$ cat config.mk
export PLATFORM = sky130hd
export DESIGN_NAME = mrail_pipeline_n
export DESIGN_NICKNAME = d
export VERILOG_FILES = /design/src/rtl/mrail_pkg.sv /design/src/rtl/mrail_pipeline_n_stage.sv /design/src/rtl/mrail_pipeline_n.sv
export SDC_FILE = /design/constraint.sdc
export NUM_CORES = 1
export LEC_CHECK = 0
export ABC_AREA = 1
export CELL_PAD_IN_SITES_DETAIL_PLACEMENT = 2
export CELL_PAD_IN_SITES_GLOBAL_PLACEMENT = 2
export CORE_MARGIN = 3
export CORE_UTILIZATION = 29
export DETAILED_ROUTE_END_ITERATION = 10
export PLACE_DENSITY = 0.83
export SLEW_MARGIN = 30
export SYNTH_ARGS = -nofsm -noshare
export SYNTH_HDL_FRONTEND = slang
export SYNTH_HIERARCHICAL = 1
export SYNTH_SLANG_ARGS = --single-unit
$ cat constraint.sdc
create_clock -name clk -period 2.6 [get_ports clk]
set_input_delay 0.78 -clock clk [delete_from_list [all_inputs] [get_ports clk]]
set_output_delay 0.78 -clock clk [all_outputs]
set_load 0.01 [all_outputs]
$ cat src/rtl/mrail_pkg.sv
// Shared multi-rail (1-of-N) codeword helpers for NCL-style pipelines.
// Words are zero-extended to MaxRails so the helpers work for any rail count.
package mrail_pkg;

  localparam int unsigned MaxRails = 64;
  localparam logic [MaxRails-1:0] NullWord = '0;

  function automatic int unsigned popcount(input logic [MaxRails-1:0] w);
    int unsigned n;
    n = 0;
    for (int i = 0; i < MaxRails; i++) n += int'(w[i]);
    return n;
  endfunction

  function automatic logic is_data(input logic [MaxRails-1:0] w);
    return popcount(w) == 1;
  endfunction

  function automatic logic is_multi(input logic [MaxRails-1:0] w);
    return popcount(w) >= 2;
  endfunction

  // TH22 hysteresis: set when x and en agree high, clear when both low, else hold.
  function automatic logic th22_next(input logic x, input logic en, input logic z);
    return (x & en) | (z & (x | en));
  endfunction

endpackage

$ cat src/rtl/mrail_pipeline_n_stage.sv
// One multi-rail pipeline stage: per-rail TH22 register plus completion detect.
module mrail_stage
  import mrail_pkg::*;
#(
  parameter int unsigned RAILS = 4
) (
  input  logic             clk_i,
  input  logic             rst_ni,
  input  logic [RAILS-1:0] x_i,
  input  logic             en_i,
  output logic [RAILS-1:0] z_o,
  output logic             comp_o
);

  logic [RAILS-1:0] z_d, z_q;

  always_comb begin
    z_d = z_q;
    for (int r = 0; r < RAILS; r++) z_d[r] = th22_next(x_i[r], en_i, z_q[r]);
  end

  always_ff @(posedge clk_i or negedge rst_ni) begin
    if (!rst_ni) z_q <= NullWord[RAILS-1:0];
    else         z_q <= z_d;
  end

  assign z_o    = z_q;
  assign comp_o = |z_q;

endmodule

$ cat src/rtl/mrail_pipeline_n.sv
// Parametrised clocked model of a DEPTH-stage 1-of-RAILS NCL pipeline with
// multi-hot error flag, output DATA wavefront counter and occupancy report.
module mrail_pipeline_n
  import mrail_pkg::*;
#(
  parameter int unsigned RAILS = 4,
  parameter int unsigned DEPTH = 4,
  parameter int unsigned CNT_W = 16
) (
  input  logic                       clk,
  input  logic                       init_n,
  input  logic [RAILS-1:0]           in_rails,
  output logic                       in_ack,
  output logic [RAILS-1:0]           out_rails,
  input  logic                       out_ack,
  input  logic                       err_clr,
  output logic                       err_multi,
  output logic [CNT_W-1:0]           wave_cnt,
  output logic [$clog2(DEPTH+1)-1:0] occupancy
);

  localparam int unsigned OccW = $clog2(DEPTH + 1);

  logic [RAILS-1:0] x_w  [DEPTH];
  logic [RAILS-1:0] z_w  [DEPTH];
  logic [DEPTH-1:0] en_w;
  logic [DEPTH-1:0] stage_comp;
  logic [DEPTH:0]   comp;

  assign comp = {out_ack, stage_comp};

  for (genvar i = 0; i < DEPTH; i++) begin : g_stage
    if (i == 0) begin : g_first
      assign x_w[i] = in_rails;
    end else begin : g_rest
      assign x_w[i] = z_w[i-1];
    end
    assign en_w[i] = ~comp[i+1];

    mrail_stage #(
      .RAILS (RAILS)
    ) u_stage (
      .clk_i  (clk),
      .rst_ni (init_n),
      .x_i    (x_w[i]),
      .en_i   (en_w[i]),
      .z_o    (z_w[i]),
      .comp_o (stage_comp[i])
    );
  end

  // Next completion of the last stage, so the counter steps on the same edge
  // that the output turns non-NULL.
  logic last_next;
  always_comb begin
    last_next = 1'b0;
    for (int r = 0; r < RAILS; r++) begin
      last_next |= th22_next(x_w[DEPTH-1][r], en_w[DEPTH-1], z_w[DEPTH-1][r]);
    end
  end

  logic             err_d, err_q;
  logic [CNT_W-1:0] wave_d, wave_q;

  always_comb begin
    err_d = err_q;
    if (err_clr) err_d = 1'b0;
    if (is_multi(MaxRails'(in_rails))) err_d = 1'b1;
  end

  always_comb begin
    wave_d = wave_q;
    if (!stage_comp[DEPTH-1] && last_next) wave_d = wave_q + 1'b1;
  end

  always_ff @(posedge clk or negedge init_n) begin
    if (!init_n) begin
      err_q  <= 1'b0;
      wave_q <= '0;
    end else begin
      err_q  <= err_d;
      wave_q <= wave_d;
    end
  end

  logic [OccW-1:0] occ;
  always_comb begin
    occ = '0;
    for (int i = 0; i < DEPTH; i++) occ = occ + OccW'(stage_comp[i]);
  end

  assign in_ack    = comp[0];
  assign out_rails = z_w[DEPTH-1];
  assign err_multi = err_q;
  assign wave_cnt  = wave_q;
  assign occupancy = occ;

endmodule

==> qor.csv <==
metric,value,unit
outcome,"finished, violations left",
failing checks,negative setup slack,
CP Max Fanout,2,
Tot Pwr,2710,uW
buffers and inverters on the worst path,3,
number of synthesized flops with an enable pin,0,
most common cell in the netlist,nand2_1,
Skew-Pair Late Insertion Delay,0.30,ns
worst-case clock buffer depth,2,
Internal Power,1610,uW
Final Hold Fails,0,
drt via density,4.88,
Logic pwr share,56.0,%
TritonCTS clock tree,done,
Crit path max-delay family,adder cells,
antenna cells,0,
critical path's largest stage delay,0.56,ns
maxcap violations,0,
DP Area,2420,um^2
first-pass GRT wire length,10800,um
Worst Setup End Kind,primary output,
dominant cell type by area after synthesis,dfrtp_1,
ys flop type,dfrtp_1,
Setup Viol. Count Final,3,
Max Freq,362,MHz
initial antenna violation count,0,
final instance area,2660,um^2
I/O Buffers,32,
ANT nets after route,0,
"Async S/R FF share, synth",100,%
Die H,86.3,um
HP Class,register to register,
fin crit period,2.76,ns
Clock Skews,0.00983,ns
DRC,0,
dpl ws,-0.247,ns
drt total wl,6860,um
worst setup margin,-0.164,ns
headroom to the max-slew limit,48.5,%
Sw Pwr,1100,uW
sequential fraction of design power,28.5,%
number of global-route vias before repair,2261,
Least-Margin Pin Slew,0.773,ns
num rows,28,
core area,6100,um^2
WP data required,1.82,ns
syn_nets,278,
largest net degree at the start of global routing,34,
PwrDens,1020,nW/um^2
Total GRT Usage,18.5,%
CP Cell Sequence,nor2_2 > nand2_2 > inv_2 > fa_1 > inv_2 > ha_4 > ha_4 > buf_6,
total grt overflow,0,
Seq cells post-synth,33,
die area,7450,um^2
Netlist cell types,19,
CTS H-tree depth,2,
synth warn,6,
critical path launch point type,register,
chip width,86.3,um
hold slack,0.544,ns
First DRT Iteration DRCs,61,
DR WL/cell,16.7,um
Pre-antenna DRT Iters,4,
top cell type's share of synthesized area,44.2,%
Syn Inst Count,265,
worst path arrival time,1.98,ns
P_leak,0.00131,uW
Ports,33,
Area contributors post-synth,"dfrtp_1 (44%), nand2_1 (21%), nor2_1 (8.6%)",
vias post-DR,2009,
hpwl dp,4290,um
"Slowest-stage cell, CP",fa_1,
GP Congestion,0.706,
Fillers,726,
mean cell area of the mapped netlist,7.05,um^2
Starting Density,30.7,%
synthesized cell area,1870,um^2
"CTS clk-pin slew, worst paths",0.07,ns
Post-synth top cells,"nand2_1 (103), nor2_1 (43), inv_1 (34)",
Layout Area Growth over Synthesis,42.4,%
critical path class,register to primary output,
CTS Sinks,33,
post-synthesis sequential area ratio,44.2,%
max-slew violations,0,
share of cells above drive strength 1,19.0,%
Finished Layout Cells,412,
Worst VDD drop,0.459,mV
TritonCTS buffer count,5,
RSZ-0062 raised after global routing,true,
Root Buffer,clkbuf_8,
clock group share of total power,15.6,%
hold buffers post-CTS,0,
Layout Nets,350,
Placed Instances,391,
fraction of power spent switching nets,40.5,%
fin crit share,106,%
-- worst min-delay path, delay by kind of cell (launching register included) --
family        cells  cell delay (ns)
flops             1             0.39
simple gates      2             0.13
-- cell families (layout without fill, tap and decap cells) --
| group | after synthesis | after routing | share of synthesized area, % |
|---|---|---|---|
| flip-flops | 33 | 33 | 44.2 |
| adder cells (fa/ha/maj) | 5 | 5 | 4.15 |
| buffers and inverters | 36 | 108 | 7.83 |
| XOR/XNOR | 7 | 7 | 3.28 |
| AO/OA/AOI/OAI | 22 | 22 | 6.29 |
| AND/OR/NAND/NOR | 162 | 162 | 34.3 |
-- state kept, by name, indices dropped and copies added, names as in the netlist --
signal,flops
err_multi,1
g_stage.u_stage/z_o,16
wave_cnt,16
-- cells in the final DEF, fill, tap and decap left out --
master           count
nand2_2              3
clkinvlp_4           1
a21oi_1             16
clkbuf_8             6
xor2_1               3
dfrtp_1             33
ha_1                 1
ha_4                 2
buf_4               36
nand3_1              7
buf_6                3
o21ai_1              4
inv_1               30
o21ai_2              1
xnor2_1              4
nand4_1              4
clkdlybuf4s50_1     28
nor2_1              38
inv_2                4
nand3b_1             1
o221ai_1             1
nand2_1            101
nor2_2               8
fa_1                 2
-- area by class of cell --
cell class              instances  area [um^2]  share of cell area, %
clock inverters                 1         7.51                  0.282
inverters                      34          128                   4.80
flip-flops and latches         33          826                   31.0
well taps                      75         93.8                   3.53
clock buffers                   6         82.6                   3.10
repair buffers                 67          584                   22.0
multi-input cells             196          940                   35.3
-- path summary, 6_finish.rpt --
kind,from,slack (ns),cells after the start,to
max reg2reg,g_stage[3].u_stage/z_o[3],0.66,7,wave_cnt[10]
max,g_stage[0].u_stage/z_o[1],-0.16,8,occupancy[1]
min reg2reg,wave_cnt[15],0.54,2,wave_cnt[15]
max in group asynchronous,init_n,1.38,2,wave_cnt[1]
min,wave_cnt[15],0.54,2,wave_cnt[15]
min in group asynchronous,init_n,0.89,2,wave_cnt[6]
-- per-stage QoR --
step,setup TNS (ns),util [%]
final,-0.257,43.7
after detailed placement,-0.491,39.7
after CTS,-0.240,42.4
after floorplan,0,-
after global routing,-0.502,43.7
after global placement,-0.324,39.7
-- per-layer routing --
| metal | routed length [um] | vias to the layer above | global-route usage (%) |
|---|---|---|---|
| li1 | - | 960 | - |
| met1 | 2960 | 1011 | 21.9 |
| met2 | 3650 | 28 | 34.6 |
| met3 | 144 | 10 | 2.66 |
| met4 | 101 | 0 | 5.52 |
| met5 | 0 | - | 0 |
-- power groups by stage --
stage / clock network [uW] / registers [uW] / logic (uW)
after floorplan: 0 / 823 / 529
after global routing: 461 / 790 / 1680
after global placement: 0 / 751 / 1160
final: 422 / 771 / 1520
after detailed placement: 0 / 762 / 1230
after CTS: 424 / 752 / 1400
-- repair_timing --
item | CTS | global route
gates resized for setup | 23 | 7
endpoints found under the setup margin | 3 | 3
pin swaps | 5 | 6
setup buffers | 6 | 8
Power figures use the tool's default switching activity.
